<file path="src/rtl/id_ex_stage.sv">
// rtl/id_ex_stage.sv - ID/EX pipeline register with load-use hazard detection and bubble counter.
// Optional IDEX_RF_BYPASS_EN: forward the WB write into ex_rdata1/ex_rdata2 on load.
module id_ex_stage #(
    parameter int XLEN   = 32,
    parameter int CTRL_W = 8,
    parameter int CNT_W  = 16
) (
    input  logic              clk,
    input  logic              rst,
    input  logic              id_valid,
    input  logic [XLEN-1:0]   id_pc,
    input  logic [XLEN-1:0]   id_rdata1,
    input  logic [XLEN-1:0]   id_rdata2,
    input  logic [XLEN-1:0]   id_imm,
    input  logic [4:0]        id_rs1,
    input  logic [4:0]        id_rs2,
    input  logic [4:0]        id_rd,
    input  logic [3:0]        id_funct,
    input  logic [CTRL_W-1:0] id_ctrl,
    input  logic              flush_i,
    input  logic              ext_stall_i,
    input  logic              wb_regwrite,
    input  logic [4:0]        wb_rd,
    input  logic [XLEN-1:0]   wb_wdata,
    output logic              ex_valid,
    output logic [XLEN-1:0]   ex_pc,
    output logic [XLEN-1:0]   ex_rdata1,
    output logic [XLEN-1:0]   ex_rdata2,
    output logic [XLEN-1:0]   ex_imm,
    output logic [4:0]        ex_rs1,
    output logic [4:0]        ex_rs2,
    output logic [4:0]        ex_rd,
    output logic [3:0]        ex_funct,
    output logic [CTRL_W-1:0] ex_ctrl,
    output logic              stall_o,
    output logic [CNT_W-1:0]  ldu_bubble_cnt
);

    logic              valid_q, valid_d;
    logic [XLEN-1:0]   pc_q, pc_d, rdata1_q, rdata1_d, rdata2_q, rdata2_d, imm_q, imm_d;
    logic [4:0]        rs1_q, rs1_d, rs2_q, rs2_d, rd_q, rd_d;
    logic [3:0]        funct_q, funct_d;
    logic [CTRL_W-1:0] ctrl_q, ctrl_d;
    logic [CNT_W-1:0]  cnt_q, cnt_d;
    logic              hz;
    logic [XLEN-1:0]   src1, src2;

`ifdef IDEX_RF_BYPASS_EN
    // Register file without write-before-read: take the value being written this cycle.
    assign src1 = (wb_regwrite && wb_rd != 5'd0 && wb_rd == id_rs1) ? wb_wdata : id_rdata1;
    assign src2 = (wb_regwrite && wb_rd != 5'd0 && wb_rd == id_rs2) ? wb_wdata : id_rdata2;
`else
    logic unused_wb;
    assign unused_wb = ^{wb_regwrite, wb_rd, wb_wdata};
    assign src1 = id_rdata1;
    assign src2 = id_rdata2;
`endif

    assign hz      = valid_q & ctrl_q[1] & (rd_q != 5'd0) & id_valid
                   & ((rd_q == id_rs1) | (rd_q == id_rs2));
    assign stall_o = hz & ~flush_i;

    always_comb begin
        valid_d  = valid_q;
        pc_d     = pc_q;
        rdata1_d = rdata1_q;
        rdata2_d = rdata2_q;
        imm_d    = imm_q;
        rs1_d    = rs1_q;
        rs2_d    = rs2_q;
        rd_d     = rd_q;
        funct_d  = funct_q;
        ctrl_d   = ctrl_q;
        cnt_d    = cnt_q;
        if (flush_i || (!ext_stall_i && hz)) begin
            // Bubble: data fields are held, only what forwarding/hazard logic sees is cleared.
            valid_d = 1'b0;
            ctrl_d  = '0;
            rs1_d   = 5'd0;
            rs2_d   = 5'd0;
            rd_d    = 5'd0;
            if (!flush_i && cnt_q != {CNT_W{1'b1}})
                cnt_d = cnt_q + {{(CNT_W-1){1'b0}}, 1'b1};
        end else if (!ext_stall_i) begin
            valid_d  = id_valid;
            pc_d     = id_pc;
            rdata1_d = src1;
            rdata2_d = src2;
            imm_d    = id_imm;
            rs1_d    = id_rs1;
            rs2_d    = id_rs2;
            rd_d     = id_rd;
            funct_d  = id_funct;
            ctrl_d   = id_valid ? id_ctrl : '0;
        end
    end

    always_ff @(posedge clk or posedge rst) begin
        if (rst) begin
            valid_q  <= 1'b0;
            pc_q     <= '0;
            rdata1_q <= '0;
            rdata2_q <= '0;
            imm_q    <= '0;
            rs1_q    <= 5'd0;
            rs2_q    <= 5'd0;
            rd_q     <= 5'd0;
            funct_q  <= 4'd0;
            ctrl_q   <= '0;
            cnt_q    <= '0;
        end else begin
            valid_q  <= valid_d;
            pc_q     <= pc_d;
            rdata1_q <= rdata1_d;
            rdata2_q <= rdata2_d;
            imm_q    <= imm_d;
            rs1_q    <= rs1_d;
            rs2_q    <= rs2_d;
            rd_q     <= rd_d;
            funct_q  <= funct_d;
            ctrl_q   <= ctrl_d;
            cnt_q    <= cnt_d;
        end
    end

    assign ex_valid       = valid_q;
    assign ex_pc          = pc_q;
    assign ex_rdata1      = rdata1_q;
    assign ex_rdata2      = rdata2_q;
    assign ex_imm         = imm_q;
    assign ex_rs1         = rs1_q;
    assign ex_rs2         = rs2_q;
    assign ex_rd          = rd_q;
    assign ex_funct       = funct_q;
    assign ex_ctrl        = ctrl_q;
    assign ldu_bubble_cnt = cnt_q;

endmodule

</file>
<file path="config.mk">
export PLATFORM = sky130hd
export DESIGN_NAME = id_ex_stage
export DESIGN_NICKNAME = d
export VERILOG_FILES = /design/src/rtl/id_ex_stage.sv
export SDC_FILE = /design/constraint.sdc
export NUM_CORES = 1
export LEC_CHECK = 0
export BUFFER_PORTS_ARGS = -buffer_cell sky130_fd_sc_hd__buf_2
export CAP_MARGIN = 15
export CORE_AREA = 2 2 146 148
export CTS_CLUSTER_SIZE = 24
export DETAILED_ROUTE_END_ITERATION = 16
export DIE_AREA = 0 0 148 150
export GPL_TIMING_DRIVEN = 0
export HOLD_SLACK_MARGIN = 0.03
export PLACE_DENSITY_LB_ADDON = 0.08
export SYNTH_ARGS = -nofsm -noshare
export SYNTH_HDL_FRONTEND = slang
export SYNTH_SLANG_ARGS = --single-unit
</file>
<file path="constraint.sdc">
create_clock -name clk -period 6.45 [get_ports clk]
set_input_delay 0.645 -clock clk [delete_from_list [all_inputs] [get_ports clk]]
set_output_delay 0.645 -clock clk [all_outputs]
set_load 0.01 [all_outputs]
</file>
* After elaboration in Yosys (flattened, before gate mapping)
Cells that the tools add are included.
** Operators by class
- $add $sub $neg :: 1
- Equal/unequal tests :: 4
- Muxes and demuxes :: 11
- Bitwise gates (word level) :: 9
- Reduce and logical (&&, ||, !) cells :: 8
** Operators with widths (count)
- $mux W5 :: 6
- $mux W8 :: 3
- $add A16 B1 Y16 const B :: 1
- $ne A16 B16 Y1 const B :: 1
- $eq A5 B5 Y1 :: 2
- $and A1 B1 Y1 :: 5
- $reduce_bool A5 Y1 :: 1
- $reduce_and A2 Y1 :: 2
- $not A1 Y1 :: 3
- $logic_and A1 B1 Y1 :: 2
- $logic_not A1 Y1 :: 2
- $mux W1 :: 2
- $ne A2 B1 Y1 const B :: 1
- $logic_or A1 B1 Y1 :: 1
- $or A1 B1 Y1 :: 1
** Storage, ports and cells
- Register bits :: 172
- Input port bits :: 198
- Logic and storage cells :: 44

* Longest topological paths before layout
- Depth in word-level cells :: 8
- Mapped depth :: 9

* Least setup slack after synthesis
Ideal clock, no wire load.
- Path kind :: input to output
- Start point :: input id_rs1[4]
- End point :: output stall_o
- Arrival :: 1703 ps
- Setup slack :: 4102 ps
- Cell stages on the path :: 6
- Cell sequence :: xnor2_1 nand3_1 o22a_1 buf_6 clkbuf_1 nor3_1
** On the way
- Longest elaborated chain between the ends :: 4
** Ends and longest elaborated chain
- start: declaration :: line 15 : input logic [4:0] id_rs1,
- $eq A5 B5 Y1 :: line 60 : & ((rd_q == id_rs1) | (rd_q == id_rs2));
- $or A1 B1 Y1 :: line 60
- $and A1 B1 Y1 :: line 60
- $and A1 B1 Y1 :: line 61 : assign stall_o = hz & ~flush_i;
- end: declaration :: line 35 : output logic stall_o,
Every way passes these cells.

* Worst setup path after layout
- Start point :: register rd_q[0], in the netlist ex_rd[0]
- End point :: output stall_o
** On the way
- Longest elaborated chain between the ends :: 5
- Elaborated cells between the ends (all ways) :: 8
** Ends and longest elaborated chain
- start: declaration :: line 41 : logic [4:0] rs1_q, rs1_d, rs2_q, rs2_d, rd_q, rd_d;
- start signal: assignment :: line 119 : rd_q <= rd_d;
- $reduce_bool A5 Y1 :: line 59 : assign hz = valid_q & ctrl_q[1] & (rd_q != 5'd0) & id_valid
- $and A1 B1 Y1 (2 in a row) :: line 59
- $and A1 B1 Y1 (*) :: line 60
- $and A1 B1 Y1 (*) :: line 61
Every way passes the cells marked *; elsewhere a longest branch is shown, timed or not.

==> impl_metrics.ini <==
[worst_setup_path]
endpoint_kind = primary output
cp_cell_sequence = xnor2_1 > nand3_1 > o22a_1 > buf_6 > clkbuf_1 > nor3_1 > buf_2
startpoint_type = register
r2r_cells = 7
crit_arrival_ns = 2.20
path_class = register to primary output
regToRegStartpoint = ex_rd[1]
cp_max_fo = 10
critPathTopFamily = buffers and inverters
startpoint = ex_rd[0]
cp.required_ns = 5.80
endpoint = stall_o
r2r_slack_ns = 4.04
cpPeakStageDelay_ns = 0.47
cpMaxStageDelayCell = dfrtp_1
crit_cells = 7
worst-path-buf-inv = 3
reg2reg_to = ex_imm[18]

[layout]
fin_area_um2 = 9930
areaGrowthSynthToFinish_pct = 35.6
num-fill-cells = 1945
diodes = 0
drive_gt1_frac = 0.604
final_net_count = 1039

[power]
switching_share = 0.266
power.share.clock = 0.360
combPwrFrac = 0.188
p_int_w = 0.00207
power_switching_w = 0.000753
p_leak_nw = 5.01
peakVddDrop_mv = 0.155
sequentialPowerShare = 0.452
power_w = 0.00283
powerDensity_nw_per_um2 = 285

[logic_synthesis]
synth.area.mux_share = 0.245
synthFlopType = dfrtp_1
synth_nets = 688
ys_types = 38
synth_simple_gate_area_frac = 0.0596
synth_compound_area_frac = 0.0304
netlist_area_um2 = 7320
synthTopCellsByArea = dfrtp_1 (59%), mux2_4 (16%), mux2_2 (8.0%), buf_12 (2.2%), nand2_1 (1.9%)
yosysWarnings = 0
synth_top_cell_area_share = 0.588
synth-edff-count = 0
synth_top_family_by_area = multiplexers
ys_ff_latch = 172
syn_inst = 489
async_flop_share = 1.00
synth_common_cells = dfrtp_1 (172), mux2_4 (80), mux2_2 (52)
syn_area_per_cell_um2 = 15.0
yosysTopAreaCell = dfrtp_1
synthXorXnorAreaFrac = 0.0299
synth.most_common_cell = dfrtp_1
synth_adder_area_share = 0.00171
ys_seq_area_frac = 0.588

[grt]
grt_overflow = 0
track_usage = 0.171
antenna_found_initial = 0
grt_pass1_wl_mm = 29.6
grt_pass1_vias = 5492
grt.busiest_layer = met2
grt_use_met1 = 0.203
use_met3 = 0.0509
use_met2 = 0.294
grt_max_degree = 105

[floorplan]
boundaryPins = 371
rows = 53
coreArea_um2 = 20700
die_area_um2 = 22200
initial_utilization = 0.354
die_h_um = 150
die_w_um = 148

[timing]
finalSetupViolCount = 0
max_freq_mhz = 351
min_period_ns = 2.85
hold_slack_ns = 0.253
relSlewSlack = 0.419
tightest_slew_ns = 0.849
hold_violations = 0
clock_skew_ns = 0.00985
period_share = 0.441
maxSlewViolCount = 0
setup-tns-final_ns = 0
rsz0062_at_grt = false

[placement]
hpwl_mm = 14.4
place_congestion = 0.816
io_buffers = 331
place_area_um2 = 9360

[cts]
cts_setup_buffers = 0
cts_resized = 0
cts_made_buffers = 17
cts-htree-levels = 4
clk_pin_slew_ns = 0.07
clk_latency_ns = 0.43
cts_tree = yes
cts_sinks = 172
cts_hold_buf = 0
cts_root_buf = clkbuf_16
clock_path_buffers = 2

[worst_hold_path]
hp-class = primary input to async pin

[route]
vias = 5220
wl_per_cell_um = 17.1
drc = 0
first_iter_violations = 104
wl_mm = 19.3
firstDrtPassIters = 5
vias_per_cell = 4.63
final_antenna_net_count = 0

[job]
cap_viol_max_count = 0

[run_status]
status = finished clean
[worst min path at each step]
| stage | from | end | slack [ns] |
|---|---|---|---|
| 6_report | rst | ex_rdata1[29] | 0.25 |
| 4_1_cts | rst | ex_ctrl[5] | 0.28 |
| 3_3_place_gp | ex_rs2[2] | ex_rs2[2] | 0.46 |
| 2_1_floorplan | ex_rs1[0] | ex_rs1[0] | 0.51 |
| 3_5_place_dp | ex_rs1[4] | ex_rs1[4] | 0.46 |
| 5_1_grt | rst | ex_ctrl[0] | 0.28 |
[state kept, by name, summed over array words and instances (netlist names)]
| name | flops |
|---|---|
| ex_pc | 32 |
| ex_valid | 1 |
| ex_rdata2 | 32 |
| ex_rs1 | 5 |
| ex_ctrl | 8 |
| ex_imm | 32 |
| ex_rs2 | 5 |
| ldu_bubble_cnt | 16 |
| ex_rd | 5 |
| ex_rdata1 | 32 |
| ex_funct | 4 |
[layout by cell type, fill, tap and decap left out, drive strengths merged, types with 6 or more instances in the layout]
cell and n:
buf 350, dfrtp 172, mux2 133, nand2 38
clkbuf 29, inv 17, xnor2 13, xor2 12
o41ai 10, o21ai 10, nand3b 8, nor2 7
o22ai 7, nor4 6, clkinvlp 6
[cells by family (layout without fill, tap and decap cells)]
logic type / count (synthesis) / count (layout)
compound gates: 32 / 32
xor+xnor: 25 / 25
fa+ha+maj: 1 / 1
buf+inv: 41 / 404
flops: 172 / 172
mux: 133 / 133
simple gates: 85 / 85
[stage by stage]
step	cells	setup slack (ns)	util
6_report	1127	3.60	0.480
5_1_grt	1127	3.39	0.480
4_1_cts	1127	3.56	0.480
3_5_place_dp	1096	3.70	0.452
3_3_place_gp	1095	-0.687	0.451
2_1_floorplan	489	1.14	-
[layer usage]
metal	vias up	wire length (um)	share of wire
li1	2422	-	-
met1	2555	7700	0.40
met2	215	9740	0.50
met3	28	1480	0.076
met4	0	406	0.021
met5	-	0	0
[cell type report]
| class | instances | area (um2) | share of cell area |
|---|---|---|---|
| Sequential cell | 172 | 4300 | 0.433 |
| Multi-Input combinational cell | 276 | 2690 | 0.271 |
| Timing Repair Buffer | 332 | 1680 | 0.170 |
| Clock buffer | 19 | 433 | 0.0436 |
| Tap cell | 275 | 344 | 0.0346 |
| Buffer | 28 | 283 | 0.0285 |
| Clock inverter | 12 | 140 | 0.0141 |
| Inverter | 13 | 56.3 | 0.00567 |
[power by group through the flow]
| stage | clock (W) | sequential (W) | combinational, W |
|---|---|---|---|
| after floorplan | 0 | 0.00136 | 0.000235 |
| after global placement | 0 | 0.00129 | 0.000532 |
| after detailed placement | 0 | 0.00130 | 0.000541 |
| after CTS | 0.00105 | 0.00128 | 0.000543 |
| after global routing | 0.00110 | 0.00129 | 0.000575 |
| final | 0.00102 | 0.00128 | 0.000532 |
[worst reg2reg max path, stage by stage (launching register included)]
cell	delay [ns]
dfrtp_1	0.46
or4_1	0.59
o21ai_2	0.26
o21a_1	0.18
buf_6	0.14
buf_12	0.17
buf_8	0.17
mux2_4	0.31
Power figures use the tool's default switching activity.
